==> src/rtl/time_set_ctrl_if.sv <==
// Button-event, live-time and edited-time signals between the press classifiers,
// the time-setting sequencer and the timekeeper.
interface time_set_ctrl_if;
    localparam int unsigned HOUR_W = 5;
    localparam int unsigned MS_W   = 6;

    logic              mode_short;
    logic              mode_long;
    logic              inc_short;
    logic              inc_long;
    logic [HOUR_W-1:0] cur_hour;
    logic [MS_W-1:0]   cur_min;
    logic [MS_W-1:0]   cur_sec;
    logic [HOUR_W-1:0] set_hour;
    logic [MS_W-1:0]   set_min;
    logic [MS_W-1:0]   set_sec;
    logic [1:0]        field_sel;
    logic              editing;
    logic              load;
    logic              blank;

    modport master (
        output mode_short, mode_long, inc_short, inc_long,
        output cur_hour, cur_min, cur_sec,
        input  set_hour, set_min, set_sec, field_sel, editing, load, blank
    );

    modport slave (
        input  mode_short, mode_long, inc_short, inc_long,
        input  cur_hour, cur_min, cur_sec,
        output set_hour, set_min, set_sec, field_sel, editing, load, blank
    );
endinterface

==> src/rtl/time_set_ctrl.sv <==
// Time-setting sequencer: walks hour/min/sec edit fields from button events and commits
// with a one-cycle load pulse. Optional field blinking is enabled by defining TSC_BLINK_EN.
module time_set_ctrl #(
    parameter int unsigned TIMEOUT_TICKS = 300000,
    parameter int unsigned BLINK_HALF    = 2500
) (
    input  logic           clk_10000Hz,
    input  logic           rst,
    time_set_ctrl_if.slave bus
);
    localparam int unsigned HOUR_W = 5;
    localparam int unsigned MS_W   = 6;
    localparam int unsigned IDLE_W = (TIMEOUT_TICKS > 2) ? $clog2(TIMEOUT_TICKS) : 1;
    localparam logic [IDLE_W-1:0] IDLE_LAST = IDLE_W'(TIMEOUT_TICKS - 1);

    typedef enum logic [1:0] {
        RUN   = 2'd0,
        SET_H = 2'd1,
        SET_M = 2'd2,
        SET_S = 2'd3
    } state_t;

    state_t            state;
    logic [IDLE_W-1:0] idle_cnt;
    logic              timeout_c;

    // Add 1 or 10 with a single conditional wrap; inputs never exceed 59.
    function automatic logic [6:0] wrap_add(input logic [6:0] val, input logic big,
                                            input logic [6:0] limit);
        logic [6:0] sum;
        sum = val + (big ? 7'd10 : 7'd1);
        if (sum >= limit) begin
            sum = sum - limit;
        end
        return sum;
    endfunction

    assign timeout_c     = (state != RUN) && (idle_cnt == IDLE_LAST);
    assign bus.field_sel = state;

    always_ff @(posedge clk_10000Hz) begin
        if (rst) begin
            state        <= RUN;
            idle_cnt     <= '0;
            bus.set_hour <= '0;
            bus.set_min  <= '0;
            bus.set_sec  <= '0;
            bus.editing  <= 1'b0;
            bus.load     <= 1'b0;
        end else begin
            bus.load <= 1'b0;
            if (state == RUN) begin
                idle_cnt <= '0;
                if (bus.mode_long) begin
                    state        <= SET_H;
                    bus.editing  <= 1'b1;
                    bus.set_hour <= bus.cur_hour;
                    bus.set_min  <= bus.cur_min;
                    bus.set_sec  <= bus.cur_sec;
                end
            end else if (bus.mode_long) begin
                // Commit wins over a same-cycle timeout; set_* hold for the load sample.
                state       <= RUN;
                bus.editing <= 1'b0;
                bus.load    <= 1'b1;
                idle_cnt    <= '0;
            end else if (bus.mode_short) begin
                idle_cnt <= '0;
                case (state)
                    SET_H:   state <= SET_M;
                    SET_M:   state <= SET_S;
                    default: state <= SET_H;
                endcase
            end else if (bus.inc_long || bus.inc_short) begin
                idle_cnt <= '0;
                case (state)
                    SET_H:   bus.set_hour <= HOUR_W'(wrap_add(7'(bus.set_hour), bus.inc_long, 7'd24));
                    SET_M:   bus.set_min  <= MS_W'(wrap_add(7'(bus.set_min), bus.inc_long, 7'd60));
                    default: bus.set_sec  <= MS_W'(wrap_add(7'(bus.set_sec), bus.inc_long, 7'd60));
                endcase
            end else if (timeout_c) begin
                state       <= RUN;
                bus.editing <= 1'b0;
                idle_cnt    <= '0;
            end else begin
                idle_cnt <= idle_cnt + 1'b1;
            end
        end
    end

`ifdef TSC_BLINK_EN
    localparam int unsigned BLINK_W = (BLINK_HALF > 2) ? $clog2(BLINK_HALF) : 1;
    localparam logic [BLINK_W-1:0] BLINK_LAST = BLINK_W'(BLINK_HALF - 1);

    logic [BLINK_W-1:0] blink_cnt;
    logic               ev_accept_c;

    assign ev_accept_c = bus.mode_long ||
                         ((state != RUN) && (bus.mode_short || bus.inc_long || bus.inc_short));

    // Restart the blink phase with the field visible after every accepted press.
    always_ff @(posedge clk_10000Hz) begin
        if (rst || (state == RUN) || ev_accept_c || timeout_c) begin
            blink_cnt <= '0;
            bus.blank <= 1'b0;
        end else if (blink_cnt == BLINK_LAST) begin
            blink_cnt <= '0;
            bus.blank <= ~bus.blank;
        end else begin
            blink_cnt <= blink_cnt + 1'b1;
        end
    end
`else
    logic unused_blink_c;
    assign unused_blink_c = |BLINK_HALF;
    assign bus.blank      = 1'b0;
`endif
endmodule
==> src/flat_wrapper.sv <==
// flat-port wrapper written by rule: the top's interface ports become plain ports
module time_set_ctrl_flat 
#(
    parameter int unsigned TIMEOUT_TICKS = 300000,
    parameter int unsigned BLINK_HALF    = 2500
)
  (clk_10000Hz, rst, bus_mode_short, bus_mode_long, bus_inc_short, bus_inc_long, bus_cur_hour, bus_cur_min, bus_cur_sec, bus_set_hour, bus_set_min, bus_set_sec, bus_field_sel, bus_editing, bus_load, bus_blank);
  time_set_ctrl_if bus_i ();
  input  logic clk_10000Hz;
  input  logic rst;
  input wire logic [$bits(bus_i.mode_short)-1:0] bus_mode_short;
  input wire logic [$bits(bus_i.mode_long)-1:0] bus_mode_long;
  input wire logic [$bits(bus_i.inc_short)-1:0] bus_inc_short;
  input wire logic [$bits(bus_i.inc_long)-1:0] bus_inc_long;
  input wire logic [$bits(bus_i.cur_hour)-1:0] bus_cur_hour;
  input wire logic [$bits(bus_i.cur_min)-1:0] bus_cur_min;
  input wire logic [$bits(bus_i.cur_sec)-1:0] bus_cur_sec;
  output wire logic [$bits(bus_i.set_hour)-1:0] bus_set_hour;
  output wire logic [$bits(bus_i.set_min)-1:0] bus_set_min;
  output wire logic [$bits(bus_i.set_sec)-1:0] bus_set_sec;
  output wire logic [$bits(bus_i.field_sel)-1:0] bus_field_sel;
  output wire logic [$bits(bus_i.editing)-1:0] bus_editing;
  output wire logic [$bits(bus_i.load)-1:0] bus_load;
  output wire logic [$bits(bus_i.blank)-1:0] bus_blank;
  assign bus_i.mode_short = bus_mode_short;
  assign bus_i.mode_long = bus_mode_long;
  assign bus_i.inc_short = bus_inc_short;
  assign bus_i.inc_long = bus_inc_long;
  assign bus_i.cur_hour = bus_cur_hour;
  assign bus_i.cur_min = bus_cur_min;
  assign bus_i.cur_sec = bus_cur_sec;
  assign bus_set_hour = bus_i.set_hour;
  assign bus_set_min = bus_i.set_min;
  assign bus_set_sec = bus_i.set_sec;
  assign bus_field_sel = bus_i.field_sel;
  assign bus_editing = bus_i.editing;
  assign bus_load = bus_i.load;
  assign bus_blank = bus_i.blank;
  time_set_ctrl #(.TIMEOUT_TICKS(TIMEOUT_TICKS), .BLINK_HALF(BLINK_HALF)) u_core (.clk_10000Hz(clk_10000Hz), .rst(rst), .bus(bus_i));
endmodule
==> config.mk <==
export PLATFORM = sky130hd
export DESIGN_NAME = time_set_ctrl_flat
export DESIGN_NICKNAME = d
export VERILOG_FILES = /design/src/rtl/time_set_ctrl_if.sv /design/src/rtl/time_set_ctrl.sv /design/src/flat_wrapper.sv
export SDC_FILE = /design/constraint.sdc
export NUM_CORES = 1
export LEC_CHECK = 0
export BUFFER_PORTS_ARGS = -buffer_cell sky130_fd_sc_hd__buf_2
export CORE_MARGIN = 5
export CORE_UTILIZATION = 35
export DETAILED_ROUTE_END_ITERATION = 16
export SLEW_MARGIN = 15
export SYNTH_ARGS = -nofsm -noshare
export SYNTH_HDL_FRONTEND = slang
export SYNTH_SLANG_ARGS = --single-unit
==> constraint.sdc <==
create_clock -name clk_10000Hz -period 3 [get_ports clk_10000Hz]
set_clock_uncertainty 0.05 [all_clocks]
set_input_delay 0.6 -clock clk_10000Hz [delete_from_list [all_inputs] [get_ports clk_10000Hz]]
set_output_delay 0.6 -clock clk_10000Hz [all_outputs]
set_load 0.01 [all_outputs]
## Word-level counts from Yosys, hierarchy flattened

Index checks and enable logic that the tools add are counted.

- Register bits after elaboration: 40
- Logic and storage cells: 79
- Output and inout bits: 22

- Equality and inequality tests: 9
- Multiplexer cells: 36
- Add/sub/neg operators: 7
- Order comparisons: 3
- Reduce and logical (&&, ||, !) cells: 17

Operators with widths:

| kind | number |
|---|---|
| 2-to-1 mux 6 bit | 14 |
| 2-to-1 mux 5 bit | 7 |
| adder 19 x 1 -> 19 bit, second input constant | 1 |
| == test 19 bit, second input constant | 1 |
| AND reduction 5 bit | 3 |
| adder 6 x 4 -> 7 bit | 2 |
| greater-or-equal comparator 7 x 6 -> 1 bit, second input constant | 2 |
| 2-to-1 mux 2 bit | 6 |
| subtractor 6 bit, second input constant | 2 |
| nonzero test 2 bit | 5 |
| greater-or-equal comparator 7 x 5 -> 1 bit, second input constant | 1 |
| 2-to-1 mux 1 bit | 7 |
| adder 5 x 4 -> 6 bit | 1 |
| != test 2 x 1 -> 1 bit, second input constant | 3 |
| OR reduction 6 bit | 1 |
| subtractor 5 bit, second input constant | 1 |
| 2-to-1 mux 4 bit | 1 |
| != test 2 bit, second input constant | 2 |
| one-hot mux 2 bit (2 select lines) | 1 |
| AND reduction 4 bit | 1 |
| OR reduction 2 bit | 2 |
| != test 3 bit, second input constant | 1 |
| AND reduction 3 bit | 1 |
| nonzero test 3 bit | 1 |
| other kinds (5) | 5 |

## Longest topological paths before layout

Gate-level depths: netlist of the first run.

- Depth after elaboration: 9
- Gate-level depth with buffers: 14

## Worst setup path after synthesis of the first run

Ideal clock, no wire load.

- Path kind: input -> register
- Start: input port bus_inc_long
- End: register u_core.bus.set_min[4]
- Arrival time: 2.984 ns
- Path slack: -0.107 ns
- Setup time: 0.073 ns
- Stages on the path: 12
- Cells stage by stage: inv_1 ha_1 inv_1 fa_1 xnor2_1 ha_1 a31o_1 a31oi_2 nor2b_1 a2111oi_4 a211oi_2 nor3_2

- Cells in the longest elaborated chain, start to end: 9
- Elaborated cells on any way between the ends: 13

RTL lines:

| what | line | RTL |
|---|---|---|
| start: declaration | flat_wrapper.sv:14 | `input wire logic [$bits(bus_i.inc_long)-1:0] bus_inc_long;` |
| 2-to-1 mux 4 bit | time_set_ctrl.sv:31 | `sum = val + (big ? 7'd10 : 7'd1);` |
| adder 6 x 4 -> 7 bit | time_set_ctrl.sv:31 |  |
| subtractor 6 bit or greater-or-equal comparator 7 x 6 -> 1 bit (tied branches) | time_set_ctrl.sv:33, time_set_ctrl.sv:32 |  |
| 2-to-1 mux 6 bit | time_set_ctrl.sv:32 | `if (sum >= limit) begin` |
| 2-to-1 mux 6 bit | time_set_ctrl.sv:76 | `case (state)` |
| 2-to-1 mux 6 bit | time_set_ctrl.sv:74 | `end else if (bus.inc_long \|\| bus.inc_short) begin` |
| 2-to-1 mux 6 bit | time_set_ctrl.sv:67 | `end else if (bus.mode_short) begin` |
| 2-to-1 mux 6 bit | time_set_ctrl.sv:61 | `end else if (bus.mode_long) begin` |
| 2-to-1 mux 6 bit | time_set_ctrl.sv:52 | `if (state == RUN) begin` |
| end signal: assignment | time_set_ctrl.sv:58 | `bus.set_min <= bus.cur_min;` |
| end signal: assignment | time_set_ctrl.sv:78 | `SET_M: bus.set_min <= MS_W'(wrap_add(7'(bus.set_min), bus.inc_long, 7'd60));` |
| end: declaration | time_set_ctrl_if.sv:31 | `output set_hour, set_min, set_sec, field_sel, editing, load, blank` |

Parallel ways exist; a longest one is shown, timed or not. The select of a mux whose other input is x is not followed.
A chain may end at the register's enable or synchronous reset.

## Worst setup path after layout of the first run

- Start: input port bus_inc_long
- End: register u_core.bus.set_sec[2]

- Cells in the longest elaborated chain, start to end: 9
- Elaborated cells on any way between the ends: 13

RTL lines:

| what | line | RTL |
|---|---|---|
| 2-to-1 mux 4 bit | time_set_ctrl.sv:31 |  |
| adder 6 x 4 -> 7 bit | time_set_ctrl.sv:31 |  |
| subtractor 6 bit or greater-or-equal comparator 7 x 6 -> 1 bit (tied branches) | time_set_ctrl.sv:33, time_set_ctrl.sv:32 |  |
| 2-to-1 mux 6 bit | time_set_ctrl.sv:32 |  |
| 2-to-1 mux 6 bit | time_set_ctrl.sv:76 |  |
| 2-to-1 mux 6 bit | time_set_ctrl.sv:74 |  |
| 2-to-1 mux 6 bit | time_set_ctrl.sv:67 |  |
| 2-to-1 mux 6 bit | time_set_ctrl.sv:61 |  |
| 2-to-1 mux 6 bit | time_set_ctrl.sv:52 |  |
| end signal: assignment | time_set_ctrl.sv:59 | `bus.set_sec <= bus.cur_sec;` |
| end signal: assignment | time_set_ctrl.sv:79 | `default: bus.set_sec <= MS_W'(wrap_add(7'(bus.set_sec), bus.inc_long, 7'd60));` |
| end: declaration | time_set_ctrl_if.sv:31 |  |

Parallel ways exist; a longest one is shown, timed or not. The select of a mux whose other input is x is not followed.

==> results of run 1 <==
-- kinds of logic after synthesis --
group                    share of synthesized area
other                                      0.00134
AO/OA/AOI/OAI                                0.198
AND/OR/NAND/NOR                              0.255
XOR/XNOR                                    0.0879
multiplexers                                0.0327
buffers and inverters                       0.0403
adder cells (fa/ha/maj)                     0.0977
flip-flops                                   0.287
-- cells in the final DEF (no fill, tap or decap), types with 4 or more instances in the layout --
| cell type | count |
|---|---|
| a211oi_1 | 13 |
| a21oi_1 | 10 |
| a31oi_1 | 6 |
| and3_1 | 6 |
| buf_2 | 43 |
| buf_4 | 23 |
| clkbuf_8 | 5 |
| dfxtp_1 | 40 |
| ha_1 | 17 |
| inv_1 | 13 |
| mux2i_1 | 8 |
| nand2_1 | 30 |
| nand3_1 | 11 |
| nor2_1 | 51 |
| nor2b_1 | 5 |
| nor3_1 | 10 |
| nor3b_1 | 6 |
| o21ai_0 | 4 |
| o21ai_1 | 10 |
| xnor2_1 | 11 |
| xor2_1 | 17 |
-- cell type report --
class / count / area [um2]
sequential: 40 / 801
timing repair buffer: 66 / 388
fill: 815 / 4400
tap: 102 / 128
inverter: 14 / 56.3
clock buffer: 5 / 68.8
multi-input combinational: 273 / 1880
clock inverter: 3 / 46.3
-- final timing paths --
kind	from	to	slack (ps)
max	bus_inc_long	u_core.bus.set_sec[2]	200
min	u_core.idle_cnt[0]	u_core.idle_cnt[0]	430
max reg2reg	u_core.bus.set_sec[1]	u_core.bus.set_sec[2]	370
min reg2reg	u_core.idle_cnt[0]	u_core.idle_cnt[0]	430
-- power by group through the flow --
stage                     logic, mW  registers, mW  clock network (mW)
after CTS                     0.447          0.601               0.476
final                         0.442          0.600               0.466
after detailed placement      0.443          0.613                   0
after floorplan               0.287          0.611                   0
after global routing          0.496          0.606               0.491
after global placement        0.438          0.612                   0
-- state kept, by name, indices dropped and copies added, names as in the netlist --
signal                cells
u_core.bus.set_sec        6
u_core.bus.set_hour       5
u_core.bus.field_sel      2
u_core.bus.set_min        6
u_core.bus.load           1
u_core.bus.editing        1
u_core.idle_cnt          19
-- worst max-delay path, delay by kind of cell --
kind | cells | cell delay, ps
XOR/XNOR | 1 | 190
AND/OR/NAND/NOR | 2 | 360
AO/OA/AOI/OAI | 6 | 940
buffers and inverters | 3 | 340
adder cells (fa/ha/maj) | 2 | 490
-- through the flow --
step | cell area [um2] | total power [mW] | instances | TNS (ps) | hold slack [ps]
after CTS | 3370 | 1.52 | 503 | 0 | 428
after global placement | 3250 | 1.05 | 495 | -6.41 | 396
after global routing | 3370 | 1.59 | 503 | 0 | 480
after detailed placement | 3250 | 1.06 | 495 | -240 | 408
after floorplan | 2800 | 0.897 | 341 | 0 | 380
final | 3370 | 1.51 | 503 | 0 | 428
-- routing by layer --
layer | GRT usage | part of all wire | up-vias
li1 | - | - | 1328
met1 | 0.187 | 0.49 | 1218
met2 | 0.230 | 0.46 | 54
met3 | 0.0302 | 0.040 | 10
met4 | 0.0357 | 0.014 | 0
met5 | 0 | 0 | -
==> results.yml, run 1 <==
clock_tree:
  ctsHoldBuffers: 0
  cts_resized: 0
  clock-sinks: 40
  htreeDepth: 2
  post_cts_buffers: 0
  cts_root_buf: "clkbuf_8"
  cts.path.max_buffers: 2
  clock_latency_ps: 300
  numCtsBuffers: 5
  tritoncts: "yes"
  cts.reportedPaths.clkPinSlew_ps: 90
logic_synthesis:
  synth.most_common_cell: "nor2_1"
  synth.net_count: 384
  netlist.top_cell.by_area: "dfxtp_1"
  synthTopCellsByCount: "nor2_1 (51), dfxtp_1 (40), nand2_1 (30)"
  synthCells: 341
  ys_async_sr_fraction: 0
  yosysUniqueCellTypes: 62
  ys_ff_latch: 40
  synth_edf_count: 0
  synthDominantCellAreaShare: 0.287
  synth_area_um2: 2790
  ys.flop_type: "dfxtp_1"
  ys_warn_count: 0
  syn_avg_cell_area_um2: 8.19
  ys_seq_area_frac: 0.287
  synthTopCellsByArea: "dfxtp_1 (29%), ha_1 (7.6%), nor2_1 (6.9%)"
power:
  p_sw_mw: 0.496
  p_leak_nw: 1.34
  sequentialPowerShare: 0.398
  clkPwrFrac: 0.309
  cellPowerDensity_nw_per_um2: 448
  pwr-share-comb: 0.293
  p_int_mw: 1.01
  p_sw_frac: 0.329
  vdd_drop_max_mv: 0.184
grt:
  grt_max_degree: 37
  globalRouteTotalUtil: 0.140
  grt_pass1_wl_um: 11600
  gr-total-overflow: 0
  grt_pass1_vias: 2533
  antenna_found_initial: 0
worst_setup_path:
  reg2reg_depth: 12
  critical-path-slowest-cell: "nor4bb_1"
  worstSetupPathType: "input pin to flip-flop"
  critPathRequiredTime_ps: 3130
  max_stage_delay_ps: 280
  crit_arrival_ps: 2930
  cp_max_fo: 3
  worstSetupEndpointType: "flip-flop"
  cpMostUsedCell: "ha_1"
  path_cells: "buf_2 > buf_4 > ha_1 > a21o_1 > nand2_1 > xor2_1 > inv_1 > ha_1 > a31oi_1 > o21ai_1 > o211ai_1 > a21oi_1 > nor4bb_1 > a211oi_1"
  start_kind: "input pin"
floorplanning:
  die_x_um: 99.3
  ios: 45
  start_util: 0.359
  dieHeight_um: 99.3
  dieArea_um2: 9860
  rows: 32
  core_area_um2: 7770
sta:
  setup_viol: 0
  period_needed_ps: 2800
  post-route-period-util: 0.932
  worst_slack_ps: 204
  achievable-frequency_mhz: 358
  hold_viol_final: 0
  drv_slew: 0
  worst_pin_slew_ps: 797
  slew_headroom: 0.467
  rsz0062_at_grt: "no"
placement:
  io_buffers: 43
  gp_congestion: 0.868
  dpl_worst_slack_ps: -82.7
  hpwlAfterDp_um: 5150
route:
  drc: 0
  wire_per_inst_um: 13.7
  via_count: 2610
  drt-total-wl_um: 6880
  first_iter_violations: 78
  drt-pass1-iter-count: 4
  antenna_left: 0
  vias_per_cell: 5.19
hold_path:
  hp-class: "flip-flop to flip-flop"
  hold-path-cell-count: 1
run_status:
  status: "complete, no violations"
final_layout:
  antenna_cells: 0
  synthToLayoutAreaGrowth_pct: 20.7
  final_util: 0.434
  layout-drive-gt1-share: 0.222
  num-nets-final: 443
run:
  maxCapViolations: 0
Note: power is estimated with default switching activity, not from simulation.
==> inputs of run 2 (changes only) <==
Settings changed: CORE_UTILIZATION 35 to 36, CTS_BUF_LIST from default to sky130_fd_sc_hd__clkbuf_4, GPL_TIMING_DRIVEN from default to 0.
==> results.yml, run 2 (synthesized netlist as in run 1, its figures left out) <==
clock_tree:
  ctsHoldBuffers: 0
  numCtsBuffers: 5
  clock-sinks: 40
  cts.path.max_buffers: 2
  cts.reportedPaths.clkPinSlew_ps: 150
  cts_root_buf: "clkbuf_4"
  clock_latency_ps: 360
  htreeDepth: 2
  tritoncts: "yes"
hold_path:
  hp-class: "flip-flop to flip-flop"
  hold-path-cell-count: 1
  min-delay-start: "u_core.idle_cnt[0]"
  hold_end: "u_core.idle_cnt[0]"
final_layout:
  final_common_cell: "nor2_1"
  final_cell_mix: "nor2_1 (51), buf_2 (45), dfxtp_1 (40), nand2_1 (30)"
  synthToLayoutAreaGrowth_pct: 17.8
  largest-register: "u_core.idle_cnt"
  final_util: 0.430
  largest_register_ffs: 19
  reg_top3: "u_core.idle_cnt (19), u_core.bus.set_min (6), u_core.bus.set_sec (6)"
  antenna_cells: 0
  seq_area_um2: 801
  fillerInstances: 797
  num-nets-final: 437
  layout-drive-gt1-share: 0.203
  multi_input_area_um2: 1910
worst_setup_path:
  start_kind: "input pin"
  worstSetupPathType: "input pin to flip-flop"
  reg2reg_depth: 11
  crit_arrival_ps: 3080
  r2r_end: "u_core.bus.set_min[2]"
  worstSetupEndpointType: "flip-flop"
  r2r_setup_slack_ps: 240
  cp_max_fo: 9
  critPathRequiredTime_ps: 3210
  crit_path_start: "bus_inc_long"
  reg2reg_from: "u_core.bus.set_min[0]"
route:
  via_count: 2545
  wire_per_inst_um: 14.0
  antenna_left: 0
  drc: 0
  drt-pass1-iter-count: 5
  vias_per_cell: 5.12
  drt-total-wl_um: 6950
  first_iter_violations: 98
power:
  p_leak_nw: 1.28
  pwr-share-comb: 0.306
  p_sw_mw: 0.486
  p_sw_frac: 0.346
  p_int_mw: 0.919
  vdd_drop_max_mv: 0.195
  totalPowerFinal_mw: 1.40
  clkPwrFrac: 0.272
  sequentialPowerShare: 0.422
  cellPowerDensity_nw_per_um2: 427
sta:
  achievable-frequency_mhz: 348
  worst_pin_slew_ps: 610
  hold_viol_final: 0
  setup_viol: 0
  rsz0062_at_grt: "no"
  post-route-period-util: 0.958
  drv_slew: 0
  hold_ws_ps: 432
  worst_slack_ps: 125
  period_needed_ps: 2870
  slew_headroom: 0.594
grt:
  grt_pass1_vias: 2541
  grt_pass1_wl_um: 12200
  globalRouteTotalUtil: 0.151
  gr-total-overflow: 0
  antenna_found_initial: 0
  grt_max_degree: 15
placement:
  io_buffers: 43
  gp_congestion: 0.849
  dpl_worst_slack_ps: -562
  hpwlAfterDp_um: 5260
floorplanning:
  die_x_um: 98.1
  dieArea_um2: 9610
  rows: 32
  dieHeight_um: 98.1
  core_area_um2: 7650
  start_util: 0.365
  ios: 45
run_status:
  status: "complete, no violations"
run:
  maxCapViolations: 0
run 2: changes by cell type in the layout (fill, tap and decap cells not counted), moves of 2 or more:
cell      before  now
buf_2         43   45
buf_4         23    5
clkbuf_1       0    9
clkbuf_4       0    5
clkbuf_8       5    0
run 2: layout make-up:
type,count,area share
multi-input combinational,273,0.582
sequential,40,0.243
timing repair buffer,47,0.0765
tap,102,0.0388
buffer,13,0.0171
inverter,14,0.0171
clock inverter,3,0.0141
clock buffer,5,0.0114
run 2: how the worst max path moves through the flow:
stage,endpoint,slack (ps),depth (start not counted)
3_5_place_dp,u_core.bus.set_sec[2],-560,14
3_3_place_gp,u_core.bus.set_sec[2],-540,14
2_1_floorplan,u_core.bus.set_min[4],90,12
5_1_grt,u_core.bus.set_min[2],0.6,13
6_report,u_core.bus.set_min[2],130,13
4_1_cts,u_core.bus.set_min[2],50,12
run 2: critical path, stage by stage:
cell and delay, ps:
buf_6 130, clkinvlp_4 140, ha_1 190, inv_1 60, fa_2 410, xnor2_1 180, ha_1 230, a31o_1 230
a31oi_2 210, a21oi_1 80, a311oi_2 300, xor2_1 200, a31oi_1 100
run 2: power by group through the flow:
stage / logic [mW] / clock network, mW / registers (mW)
after floorplan: 0.287 / 0 / 0.611
after global routing: 0.484 / 0.422 / 0.600
after detailed placement: 0.415 / 0 / 0.604
after global placement: 0.408 / 0 / 0.604
after CTS: 0.421 / 0.394 / 0.593
final: 0.429 / 0.382 / 0.593
run 2: repair_timing:
action	CTS	global route
setup endpoints to repair	5	5
pin swaps	0	2
resized for setup	1	7
setup buffers	3	1
gates cloned	0	0
run 2: stage by stage:
| stage | instance area, um2 | cells | TNS [ps] |
|---|---|---|---|
| 2_1_floorplan | 2800 | 341 | 0 |
| 3_3_place_gp | 3140 | 486 | -2850 |
| 3_5_place_dp | 3140 | 486 | -3100 |
| 4_1_cts | 3250 | 497 | 0 |
| 5_1_grt | 3290 | 497 | 0 |
| 6_report | 3290 | 497 | 0 |
run 2: metal layers:
layer | vias to the layer above | part of all wire | GRT usage
met5 | - | 0 | 0
met4 | 0 | 0.0083 | 0.0383
met3 | 4 | 0.040 | 0.0300
met2 | 49 | 0.46 | 0.242
met1 | 1170 | 0.49 | 0.209
li1 | 1322 | - | -
